==> src/rtl/counter_64_down_falling.sv <==
// ---------------------------------------------------------------------------
// counter_64_down_falling
//
// Loadable WIDTH-bit down-counter with a start/busy/done handshake. A
// controller loads a count. The block then decrements it once per enabled
// clock edge while running. When the count reaches zero, the block reports
// terminal count with a one-cycle done pulse. It is used to count remaining
// step pulses or delay ticks for the drawing-robot motor controller.
//
// All flops update on the FALLING edge of clk. The reset is asynchronous and
// active-low.
//
// Parameters
//   WIDTH        counter width; out spans 0 .. 2^WIDTH-1
//   AUTO_RELOAD  1 = on terminal count, reload the last loaded value and
//                keep running; 0 = return to idle
//
// Ports
//   clk       in   1      clock, falling-edge active
//   rst       in   1      asynchronous reset, active-low
//   en        in   1      decrement qualifier while running
//   load      in   1      start/restart request
//   load_val  in   WIDTH  count to load when load=1
//   abort     in   1      stop counting, return to idle, no done pulse
//   out       out  WIDTH  current count (registered)
//   busy      out  1      1 while in RUN (registered)
//   done      out  1      one-cycle terminal-count pulse (registered)
//   zero      out  1      1 when out==0 (combinational from out)
// ---------------------------------------------------------------------------
module counter_64_down_falling #(
    parameter int WIDTH       = 6,
    parameter bit AUTO_RELOAD = 1'b0
) (
    input  logic             clk,
    input  logic             rst,
    input  logic             en,
    input  logic             load,
    input  logic [WIDTH-1:0] load_val,
    input  logic             abort,
    output logic [WIDTH-1:0] out,
    output logic             busy,
    output logic             done,
    output logic             zero
);

    typedef enum logic [1:0] {
        ST_IDLE = 2'd0,
        ST_RUN  = 2'd1,
        ST_DONE = 2'd2
    } state_t;

    localparam logic [WIDTH-1:0] CNT_ZERO = '0;
    localparam logic [WIDTH-1:0] CNT_ONE  = WIDTH'(1);

    state_t           state_q, state_d;
    logic [WIDTH-1:0] count_q, count_d;
    logic [WIDTH-1:0] reload_q, reload_d;
    logic             busy_q, busy_d;
    logic             done_q, done_d;

    // ------------------------------------------------------------------
    // State, count and reload registers. The block has falling-edge
    // timing and an asynchronous active-low reset.
    // ------------------------------------------------------------------
    always_ff @(negedge clk or negedge rst) begin
        if (!rst) begin
            state_q  <= ST_IDLE;
            count_q  <= CNT_ZERO;
            reload_q <= CNT_ZERO;
            busy_q   <= 1'b0;
            done_q   <= 1'b0;
        end else begin
            state_q  <= state_d;
            count_q  <= count_d;
            reload_q <= reload_d;
            busy_q   <= busy_d;
            done_q   <= done_d;
        end
    end

    // ------------------------------------------------------------------
    // Next-state logic. Priority order is abort > load > en.
    // ------------------------------------------------------------------
    always_comb begin
        state_d  = state_q;
        count_d  = count_q;
        reload_d = reload_q;

        if (abort) begin
            state_d = ST_IDLE;
            count_d = CNT_ZERO;
        end else if (load) begin
            count_d  = load_val;
            reload_d = load_val;
            // Loading zero is already terminal, so done fires on the next period.
            state_d  = (load_val != CNT_ZERO) ? ST_RUN : ST_DONE;
        end else begin
            unique case (state_q)
                ST_RUN: begin
                    if (en) begin
                        // A count of 1 (or a stray 0) lands on zero and ends the
                        // run; out therefore never wraps below zero.
                        if (count_q <= CNT_ONE) begin
                            count_d = CNT_ZERO;
                            state_d = ST_DONE;
                        end else begin
                            count_d = count_q - CNT_ONE;
                        end
                    end
                end
                ST_DONE: begin
                    // DONE always lasts exactly one period.
                    if (AUTO_RELOAD && (reload_q != CNT_ZERO)) begin
                        count_d = reload_q;
                        state_d = ST_RUN;
                    end else begin
                        count_d = CNT_ZERO;
                        state_d = ST_IDLE;
                    end
                end
                default: begin
                    // IDLE ignores en; count holds.
                    state_d = ST_IDLE;
                end
            endcase
        end

        // busy and done are decoded from the next state. Because of this,
        // the registered outputs line up with state_q and are glitch-free.
        busy_d = (state_d == ST_RUN);
        done_d = (state_d == ST_DONE);
    end

    assign out  = count_q;
    assign busy = busy_q;
    assign done = done_q;
    assign zero = (count_q == CNT_ZERO);

endmodule

==> config.mk <==
export PLATFORM = sky130hd
export DESIGN_NAME = counter_64_down_falling
export DESIGN_NICKNAME = d
export VERILOG_FILES = /design/src/rtl/counter_64_down_falling.sv
export SDC_FILE = /design/constraint.sdc
export NUM_CORES = 1
export LEC_CHECK = 0
export ABC_AREA = 1
export CORE_ASPECT_RATIO = 1.1
export CORE_MARGIN = 1.5
export CORE_UTILIZATION = 34
export CTS_CLUSTER_DIAMETER = 100
export DETAILED_ROUTE_END_ITERATION = 7
export GPL_ROUTABILITY_DRIVEN = 0
export GPL_TIMING_DRIVEN = 0
export PLACE_DENSITY = 0.67
export SLEW_MARGIN = 20
export SYNTH_ARGS = -nofsm -noshare
export SYNTH_HDL_FRONTEND = slang
export SYNTH_SLANG_ARGS = --single-unit
==> constraint.sdc <==
create_clock -name clk -period 2.3 [get_ports clk]
set_clock_uncertainty 0.2 [all_clocks]
set_input_delay 0.345 -clock clk [delete_from_list [all_inputs] [get_ports clk]]
set_output_delay 0.345 -clock clk [all_outputs]
set_load 0.05 [all_outputs]
==> flow_metrics.env, run 1 <==
export IMPL_die_h_um=51.71
export IMPL_avgSynthCellArea_um2=7.332
export IMPL_grt_pass1_wl_mm=2.766
export IMPL_dieWidth_um=47.28
export IMPL_rows=17
export IMPL_setup_viol=9
export IMPL_numCtsBuffers=3
export IMPL_antenna_found_initial=0
export IMPL_cts_htree_levels=1
export IMPL_grt_setup_unrepaired="true"
export IMPL_wl_per_cell_um=10.60
export IMPL_yosys_register_bits=10
export IMPL_syn2layout_area_growth_pct=54.27
export IMPL_wirelength_mm=1.696
export IMPL_synth_edf_count=0
export IMPL_path_class="reg -> out"
export IMPL_hold_violations=0
export IMPL_cp_start_kind="register"
export IMPL_violations="negative setup slack"
export IMPL_busiest_layer="met2"
export IMPL_synthesis_nets=116
export IMPL_synth_top_area_share_pct=34.13
export IMPL_cts_path_max_buffers=2
export IMPL_yosysUniqueCellTypes=23
export IMPL_synth_most_common_cell="nand2_1"
export IMPL_grt_util_all_layers_pct=15.87
export IMPL_ys_flop_type="dfrtn_1"
export IMPL_post_route_drc_count=0
export IMPL_clock_latency_ns=0.27
export IMPL_worst_slew_pin_slew_ns=0.4390
export IMPL_cts_tree="built"
export IMPL_total_leakage_power_uw=0.0005975
export IMPL_final_nets=149
export IMPL_die_area_um2=2444
export IMPL_grt_max_degree=11
export IMPL_pre_cts_ws_ns=-1.007
export IMPL_synth_area_um2=733.2
export IMPL_port_buffers=18
export IMPL_coreArea_um2=2021
export IMPL_hp_class="reg -> reg"
export IMPL_use_met1_pct=21.96
export IMPL_drt_initial_drc_count=13
export IMPL_placed_cell_area_um2=958.4
export IMPL_synth_area_leader_cell="dfrtn_1"
export IMPL_vias=709
export IMPL_final_cell_area_um2=1131
export IMPL_max_cap_violations=0
export IMPL_place_hpwl_mm=1.258
export IMPL_start_util_pct=36.28
export IMPL_critPathCaptureType="output port"
export IMPL_ant_nets=0
export IMPL_synth_cells=100
export IMPL_drtPass1Iterations=3
export IMPL_vdd_ir_drop_max_mv=0.4110
export IMPL_status="complete, but fails checks"
export IMPL_grt_pass1_vias=672
export IMPL_ys_seq_area_share_pct=34.13
export IMPL_viasPerCell=4.431
export IMPL_clockRootBuffer="clkbuf_4"
export IMPL_cts_sink_count=10
export IMPL_cp_arrival_ns=2.40
export IMPL_worstPathRequired_ns=1.75
export IMPL_async_flop_share_pct=100.0
export IMPL_layout_drive_gt1_share_pct=39.39
export IMPL_power_total_uw=704.2
export IMPL_yosysWarningCount=0
export IMPL_critPathMaxFanout=3
export IMPL_cts_clk_slew_worst_paths_ns=0.05
export IMPL_antenna_cells=0
export IMPL_slew_headroom_pct=70.64
export IMPL_use_met3_pct=1.389
export IMPL_setup_ws_ns=-0.6489
export IMPL_slew_viol_final=0
export IMPL_grt_overflow_total=0
export IMPL_netlist_top_cells_area="dfrtn_1 34%, nand2_1 20%, ha_1 8.5%"
export IMPL_top_level_ports=20
export IMPL_power_density_nw_per_um2=622.6
export IMPL_global_route_usage_met2_pct=23.87
export IMPL_yosys_top_cells_count="40 x nand2_1, 10 x dfrtn_1, 10 x inv_1"
## where the power goes
group	total, uW	internal, uW	leakage (uW)	switching [uW]
clock	153	95.9	0.0000210	57.6
sequential	213	192	0.000134	20.8
combinational	337	150	0.000443	187
total	704	439	0.000597	266
## metrics by stage
stage	utilization [%]	cells	TNS (ns)	hold slack, ns
finish	55.98	160	-3.468	0.3861
global route	55.98	160	-3.779	0.4388
CTS	53.44	158	-3.362	0.3651
detailed placement	47.43	146	-12.25	0.3083
global placement	47.43	146	-12.16	0.3057
floorplan	-	100	-2.376	0.3291
## worst max-delay path, stage by stage (launching register included)
cell	delay [ns]
dfrtn_1	0.46
inv_2	0.07
ha_4	0.15
and3_4	0.17
buf_8	0.14
## layout make-up
cell class / count / area [um2]
fillers: 183 / 889.6
clock buffers: 4 / 36.28
plain buffers: 2 / 26.28
multi-input cells: 75 / 459.2
repair buffers: 28 / 271.5
well taps: 28 / 35.03
flip-flops and latches: 10 / 250.2
inverters: 13 / 52.55
## repair_timing
action / in CTS / in global routing
cloned: 0 / 0
setup buffers: 8 / 2
hold buffers: 0 / 0
setup endpoints to repair: 19 / 16
resized for setup: 89 / 14
pin swaps: 7 / 6
endpoints found under the hold margin: 0 / 0
## final timing paths
path                            startpoint     end  slack (ns)  cells past startpoint
worst min register to register  state_q[1]    busy        0.39                      4
worst max register to register      out[0]  out[5]        0.54                     12
worst max-delay path                out[0]    zero       -0.65                      4
min in group asynchronous              rst    done        1.22                      1
max in group asynchronous              rst  out[3]        0.34                      1
worst min-delay path            state_q[1]    busy        0.39                      4
## sequential cells by signal, summed over array words and instances, names as in the netlist
| register | count |
|---|---|
| state_q | 2 |
| out | 6 |
| done | 1 |
| busy | 1 |
## cell usage in the layout (no fill, tap or decap), types with 2 or more instances in the layout
cell type / n
inv_1: 8
nand3_2: 2
inv_2: 3
nand2_1: 38
dfrtn_1: 10
nor2_2: 4
clkbuf_2: 2
xnor2_1: 3
clkbuf_4: 3
o21ai_0: 3
ha_1: 4
buf_4: 9
nand2_2: 3
nor2_1: 5
buf_6: 8
nand3_1: 2
nor2_4: 2
clkdlybuf4s15_1: 4
buf_8: 5
## logic make-up after synthesis
group	Yosys count	share of synthesized area, %
DFF	10	34.13
and+or+nand+nor	62	38.40
adders and majority gates	5	8.532
xor gates and xnor gates	3	3.584
buffers and inverters	15	10.07
AOI/OAI and AO/OA	5	5.289
## layer usage
metal	share of wire (%)	wire length, um
met1	46	785
met2	49	833
met3	2.9	50
met4	1.6	27
met5	0	0
Note: power is estimated with default switching activity, not from simulation.
==> run 2, diff against run 1 <==
--- a/config.mk
+++ b/config.mk
@@ -8,12 +8,12 @@
 export ABC_AREA = 1
 export CORE_ASPECT_RATIO = 1.1
 export CORE_MARGIN = 1.5
-export CORE_UTILIZATION = 34
+export CORE_UTILIZATION = 46
 export CTS_CLUSTER_DIAMETER = 100
 export DETAILED_ROUTE_END_ITERATION = 7
 export GPL_ROUTABILITY_DRIVEN = 0
 export GPL_TIMING_DRIVEN = 0
-export PLACE_DENSITY = 0.67
+export PLACE_DENSITY = 0.84
 export SLEW_MARGIN = 20
 export SYNTH_ARGS = -nofsm -noshare
 export SYNTH_HDL_FRONTEND = slang
==> constraint.sdc (replaced) <==
create_clock -name clk -period 3.03 [get_ports clk]
set_clock_uncertainty 0.2 [all_clocks]
set_input_delay 0.4545 -clock clk [delete_from_list [all_inputs] [get_ports clk]]
set_output_delay 0.4545 -clock clk [all_outputs]
set_load 0.05 [all_outputs]
==> run 2 against run 1 <==
The flow still finishes with violations (negative setup slack); first-iteration DRC count shrank 7.7%; count of clock-buffer cells in the layout shrank 1; sequential power shrank 24%; core utilization grew 23 points; final area grew 0.33%; worst hold slack gained 0.023 ns; critical endpoint unchanged; highest routed layer unchanged.
==> flow_metrics.env, run 2 (synthesis gave the netlist of run 1 again) <==
export IMPL_status="complete, but fails checks"
export IMPL_violations="negative setup slack"
export IMPL_port_buffers=18
export IMPL_max_cap_violations=0
export IMPL_layout_drive_gt1_share_pct=33.33
export IMPL_final_common_cell="nand2_1"
export IMPL_critPathMaxFanout=5
export IMPL_vias=748
export IMPL_wl_per_cell_um=12.83
export IMPL_wirelength_mm=1.938
export IMPL_drtPass1Iterations=4
export IMPL_final_nets=153
export IMPL_place_hpwl_mm=1.262
export IMPL_grt_pass1_wl_mm=2.835
export IMPL_grt_pass1_vias=671
export IMPL_largest_reg_flops=6
export IMPL_slew_headroom_pct=72.60
export IMPL_clock_latency_ns=0.25
export IMPL_mostFrequentLayoutCells="40 x nand2_1, 10 x dfrtn_1, 10 x buf_4"
export IMPL_viasPerCell=4.954
export IMPL_fillers=95
export IMPL_path_class="reg -> out"
export IMPL_total_leakage_power_uw=0.0006371
export IMPL_vdd_ir_drop_max_mv=0.2686
export IMPL_ant_nets=0
export IMPL_setup_viol=7
export IMPL_hp_class="reg -> reg"
export IMPL_grt_util_all_layers_pct=23.52
export IMPL_cts_htree_levels=1
export IMPL_dieWidth_um=41.07
export IMPL_hold_violations=0
export IMPL_start_util_pct=51.05
export IMPL_worst_slew_pin_slew_ns=0.4097
export IMPL_power_density_nw_per_um2=450.3
export IMPL_rows=14
export IMPL_cts_path_max_buffers=2
export IMPL_fin_util_pct=79.01
export IMPL_die_area_um2=1843
export IMPL_antenna_cells=0
export IMPL_antenna_found_initial=0
export IMPL_grt_setup_unrepaired="true"
export IMPL_cp_start_kind="register"
export IMPL_critPathCaptureType="output port"
export IMPL_worstPathRequired_ns=2.38
export IMPL_final_cell_area_um2=1135
export IMPL_coreArea_um2=1436
export IMPL_drt_initial_drc_count=12
export IMPL_cts_hold_buf=0
export IMPL_cp_arrival_ns=2.77
export IMPL_syn2layout_area_growth_pct=54.78
export IMPL_slew_viol_final=0
export IMPL_cts_tree="built"
export IMPL_numCtsBuffers=3
export IMPL_cts_clk_slew_worst_paths_ns=0.04
export IMPL_post_route_drc_count=0
export IMPL_clockRootBuffer="clkbuf_4"
export IMPL_cts_sink_count=10
export IMPL_die_h_um=44.87
export IMPL_grt_max_degree=11
export IMPL_grt_overflow_total=0
export IMPL_setup_ws_ns=-0.3936
export IMPL_top_level_ports=20
export IMPL_placed_cell_area_um2=939.7
run 2: cell types whose count changed in the layout (fill, tap and decap cells not counted), sizes merged:
| cell | change |
|---|---|
| clkdlybuf4s50 | +1 |
| buf | +2 |
| dlymetal6s2s | +3 |
| clkbuf | -3 |
| dlygate4sd2 | +4 |
| clkdlybuf4s15 | -4 |
run 2: final timing paths:
path / depth (start not counted) / start / endpoint / slack [ns]
setup reg to reg: 12 / out[1] / done / 1.16
hold reg to reg: 5 / state_q[0] / done / 0.41
setup / recovery: 3 / out[2] / zero / -0.39
min in group asynchronous: 1 / rst / out[1] / 1.70
max in group asynchronous: 1 / rst / state_q[0] / 0.61
hold / removal: 5 / state_q[0] / done / 0.41
run 2: final cells by class:
cell class	instances	area, um2	area share [%]
repair buffers	32	336.6	29.66
clock buffers	3	22.52	1.985
well taps	16	20.02	1.764
multi-input cells	75	430.4	37.93
flip-flops and latches	10	250.2	22.05
inverters	13	52.55	4.631
plain buffers	2	22.52	1.985
run 2: per-layer routing:
| metal | wire length, um | global-route usage (%) | vias to the layer above |
|---|---|---|---|
| met5 | 0 | 0 | - |
| met4 | 57 | 11.33 | 0 |
| met3 | 70 | 2.463 | 6 |
| met2 | 968 | 37.19 | 22 |
| met1 | 841 | 31.19 | 343 |
| li1 | - | - | 377 |
run 2: worst max-delay path, cell delays in order (launching register included):
cell and delay (ns):
dfrtn_1 0.58, nor2_4 0.09, and3_4 0.18, buf_8 0.14
run 2: power breakdown:
| group | switching [uW] | internal [uW] | total, uW |
|---|---|---|---|
| combinational | 148 | 124 | 271 |
| sequential | 14.6 | 146 | 161 |
| clock | 33.5 | 45.2 | 78.6 |
| total | 196 | 315 | 511 |
run 2: stage by stage:
step / setup TNS (ns) / instances / setup WS (ns) / power (uW) / hold WS, ns
after detailed placement: -7.465 / 134 / -0.7492 / 372.7 / 0.3110
after global placement: -7.206 / 134 / -0.7386 / 367.7 / 0.3107
after floorplan: -0.3992 / 100 / -0.3992 / 310.1 / 0.3291
after CTS: -0.9766 / 149 / -0.3838 / 495.9 / 0.3812
after global routing: -1.387 / 151 / -0.4270 / 550.2 / 0.4443
final: -1.173 / 151 / -0.3936 / 511.0 / 0.4089
run 2: what timing repair did:
item,in CTS,in global routing
pin swaps,3,4
gates resized for setup,74,10
buffers inserted,12,3
endpoints found under the setup margin,16,11
==> run 3, diff against run 2 <==
--- a/config.mk
+++ b/config.mk
@@ -7,7 +7,7 @@
 export LEC_CHECK = 0
 export ABC_AREA = 1
 export CORE_ASPECT_RATIO = 1.1
-export CORE_MARGIN = 1.5
+export CORE_MARGIN = 2
 export CORE_UTILIZATION = 46
 export CTS_CLUSTER_DIAMETER = 100
 export DETAILED_ROUTE_END_ITERATION = 7
==> run 3 against run 2 <==
Count of clock-buffer cells in the layout unchanged; combinational power up 21%; first-iteration DRC count grew to 4.3 times the previous value; the flow still finishes with violations (negative setup slack).
==> flow_metrics.env, run 3 (synthesis gave the netlist of run 1 again) <==
export IMPL_status="complete, but fails checks"
export IMPL_violations="negative setup slack"
export IMPL_antenna_found_initial=0
export IMPL_post_route_drc_count=0
export IMPL_mostFrequentLayoutCells="35 x nand2_1, 21 x buf_4, 10 x buf_6, 10 x dfrtn_1, 7 x nor2_1"
export IMPL_path_class="reg -> out"
export IMPL_grt_max_degree=11
export IMPL_p_switching_uw=237.3
export IMPL_grt_util_all_layers_pct=31.18
export IMPL_cts_path_max_buffers=2
export IMPL_clockPowerShare_pct=14.3
export IMPL_grt_setup_unrepaired="true"
export IMPL_wirelength_mm=3.136
export IMPL_swShare_pct=41.32
export IMPL_pre_cts_ws_ns=-0.7502
export IMPL_largest_reg_flops=6
export IMPL_drtPass1Iterations=4
export IMPL_max_cap_violations=0
export IMPL_fillers=84
export IMPL_port_buffers=18
export IMPL_cts_sink_count=10
export IMPL_slew_headroom_pct=71.51
export IMPL_hp_class="reg -> reg"
export IMPL_die_h_um=45.87
export IMPL_worst_slew_pin_slew_ns=0.4260
export IMPL_wl_per_cell_um=19.36
export IMPL_clock_latency_ns=0.26
export IMPL_layout_drive_gt1_share_pct=45.52
export IMPL_setup_ws_ns=-0.3976
export IMPL_cp_arrival_ns=2.77
export IMPL_vdd_ir_drop_max_mv=0.2965
export IMPL_numCtsBuffers=3
export IMPL_place_hpwl_mm=1.276
export IMPL_p_int_uw=337.1
export IMPL_cts_htree_levels=1
export IMPL_antenna_cells=0
export IMPL_critPathCaptureType="output port"
export IMPL_start_util_pct=47.64
export IMPL_total_leakage_power_uw=0.0006861
export IMPL_hold_violations=0
export IMPL_die_area_um2=1930
export IMPL_combPwrFrac_pct=57.3
export IMPL_critPathSlowestCell="dfrtn_1"
export IMPL_final_nets=163
export IMPL_final_common_cell="nand2_1"
export IMPL_grt_pass1_wl_mm=4.333
export IMPL_seqCellArea_um2=250.2
export IMPL_ant_nets=0
export IMPL_grt_pass1_vias=973
export IMPL_clockRootBuffer="clkbuf_4"
export IMPL_power_total_uw=574.4
export IMPL_cp_start_kind="register"
export IMPL_syn2layout_area_growth_pct=70.14
export IMPL_coreArea_um2=1539
export IMPL_drt_initial_drc_count=52
export IMPL_slowest_delay_ns=0.45
export IMPL_rows=15
export IMPL_vias=949
export IMPL_slew_viol_final=0
export IMPL_crit_chain="inv_2 > ha_4 > and3_4 > buf_8"
export IMPL_worstPathRequired_ns=2.38
export IMPL_dieWidth_um=42.07
export IMPL_setup_viol=10
export IMPL_multiInputGateArea_um2=474.2
export IMPL_critPathMaxFanout=2
export IMPL_top_level_ports=20
export IMPL_cts_hold_buf=0
export IMPL_crit_buf_inv=2
export IMPL_cts_clk_slew_worst_paths_ns=0.05
export IMPL_viasPerCell=5.858
export IMPL_cts_tree="built"
export IMPL_crit_family="flip-flops"
export IMPL_grt_overflow_total=0
export IMPL_seqPwrFrac_pct=28.4
export IMPL_power_density_nw_per_um2=460.5
[run 3: changes by cell type in the layout (fill, tap and decap cells not counted), moves of 2 or more]
cell / previous run / this run
ha_1: 4 / 2
nand2_1: 40 / 35
buf_4: 10 / 21
o21ai_0: 3 / 0
ha_4: 1 / 3
inv_2: 3 / 5
buf_8: 6 / 4
inv_1: 8 / 6
nand2_2: 1 / 6
o21ai_1: 0 / 2
[run 3: timing repair]
| action | CTS | global route |
|---|---|---|
| setup endpoints to repair | 16 | 18 |
| gates resized for setup | 86 | 15 |
| cloned | 0 | 0 |
| pin swaps | 8 | 12 |
| buffers inserted | 41 | 7 |
[run 3: worst paths after layout]
kind                       startpoint      to  depth (start not counted)  slack [ns]
min in group asynchronous         rst    busy                          1        1.70
max in group asynchronous         rst  out[5]                          1        0.60
max                            out[0]    zero                          4       -0.40
min                            out[5]  out[5]                          2        0.37
min reg2reg                    out[5]  out[5]                          2        0.37
max reg2reg                    out[1]    done                         21        0.06
[run 3: metal layers]
metal,GRT usage [%],up-vias,share of wire (%)
met5,0,-,0
met4,26.25,0,5.8
met3,4.365,27,8.2
met2,53.44,76,48
met1,34.88,449,38
li1,-,397,-
[run 3: area by class of cell]
type,instances,share of cell area [%]
well taps,17,1.705
flip-flops and latches,10,20.06
repair buffers,42,32.40
multi-input cells,75,38.01
clock buffers,3,1.805
inverters,13,4.213
plain buffers,2,1.805
[run 3: metrics by stage]
stage,std cells,utilization (%),TNS (ns),cell area (um2),hold slack (ns)
detailed placement,135,61.14,-7.314,940.9,0.3176
CTS,163,79.35,-1.457,1221,0.3582
floorplan,100,-,-0.3992,739.5,0.3291
finish,162,81.06,-1.274,1247,0.3732
global placement,135,61.14,-7.308,940.9,0.3092
global route,162,81.06,-1.390,1247,0.3813
[run 3: power by group through the flow]
| stage | Clock (uW) | Sequential [uW] | Combinational [uW] |
|---|---|---|---|
| 2_1_floorplan | 0 | 196 | 114 |
| 3_3_place_gp | 0 | 163 | 204 |
| 3_5_place_dp | 0 | 163 | 209 |
| 4_1_cts | 89.0 | 159 | 295 |
| 5_1_grt | 91.5 | 163 | 345 |
| 6_report | 82.4 | 163 | 329 |
[run 3: worst register-to-register path: stages, from the launching register on]
cell and delay (ns):
dfrtn_1 0.44, inv_2 0.07, buf_4 0.13, buf_4 0.12, buf_4 0.13, buf_4 0.13, buf_4 0.12, buf_4 0.12
buf_4 0.13, buf_4 0.12, buf_4 0.13, buf_4 0.13, buf_6 0.13, ha_4 0.16, inv_2 0.06, nand2_2 0.06
nand4_2 0.07, nand2_1 0.07, nand2_2 0.10, nand2_2 0.07, nand2_2 0.08, nor2_2 0.04
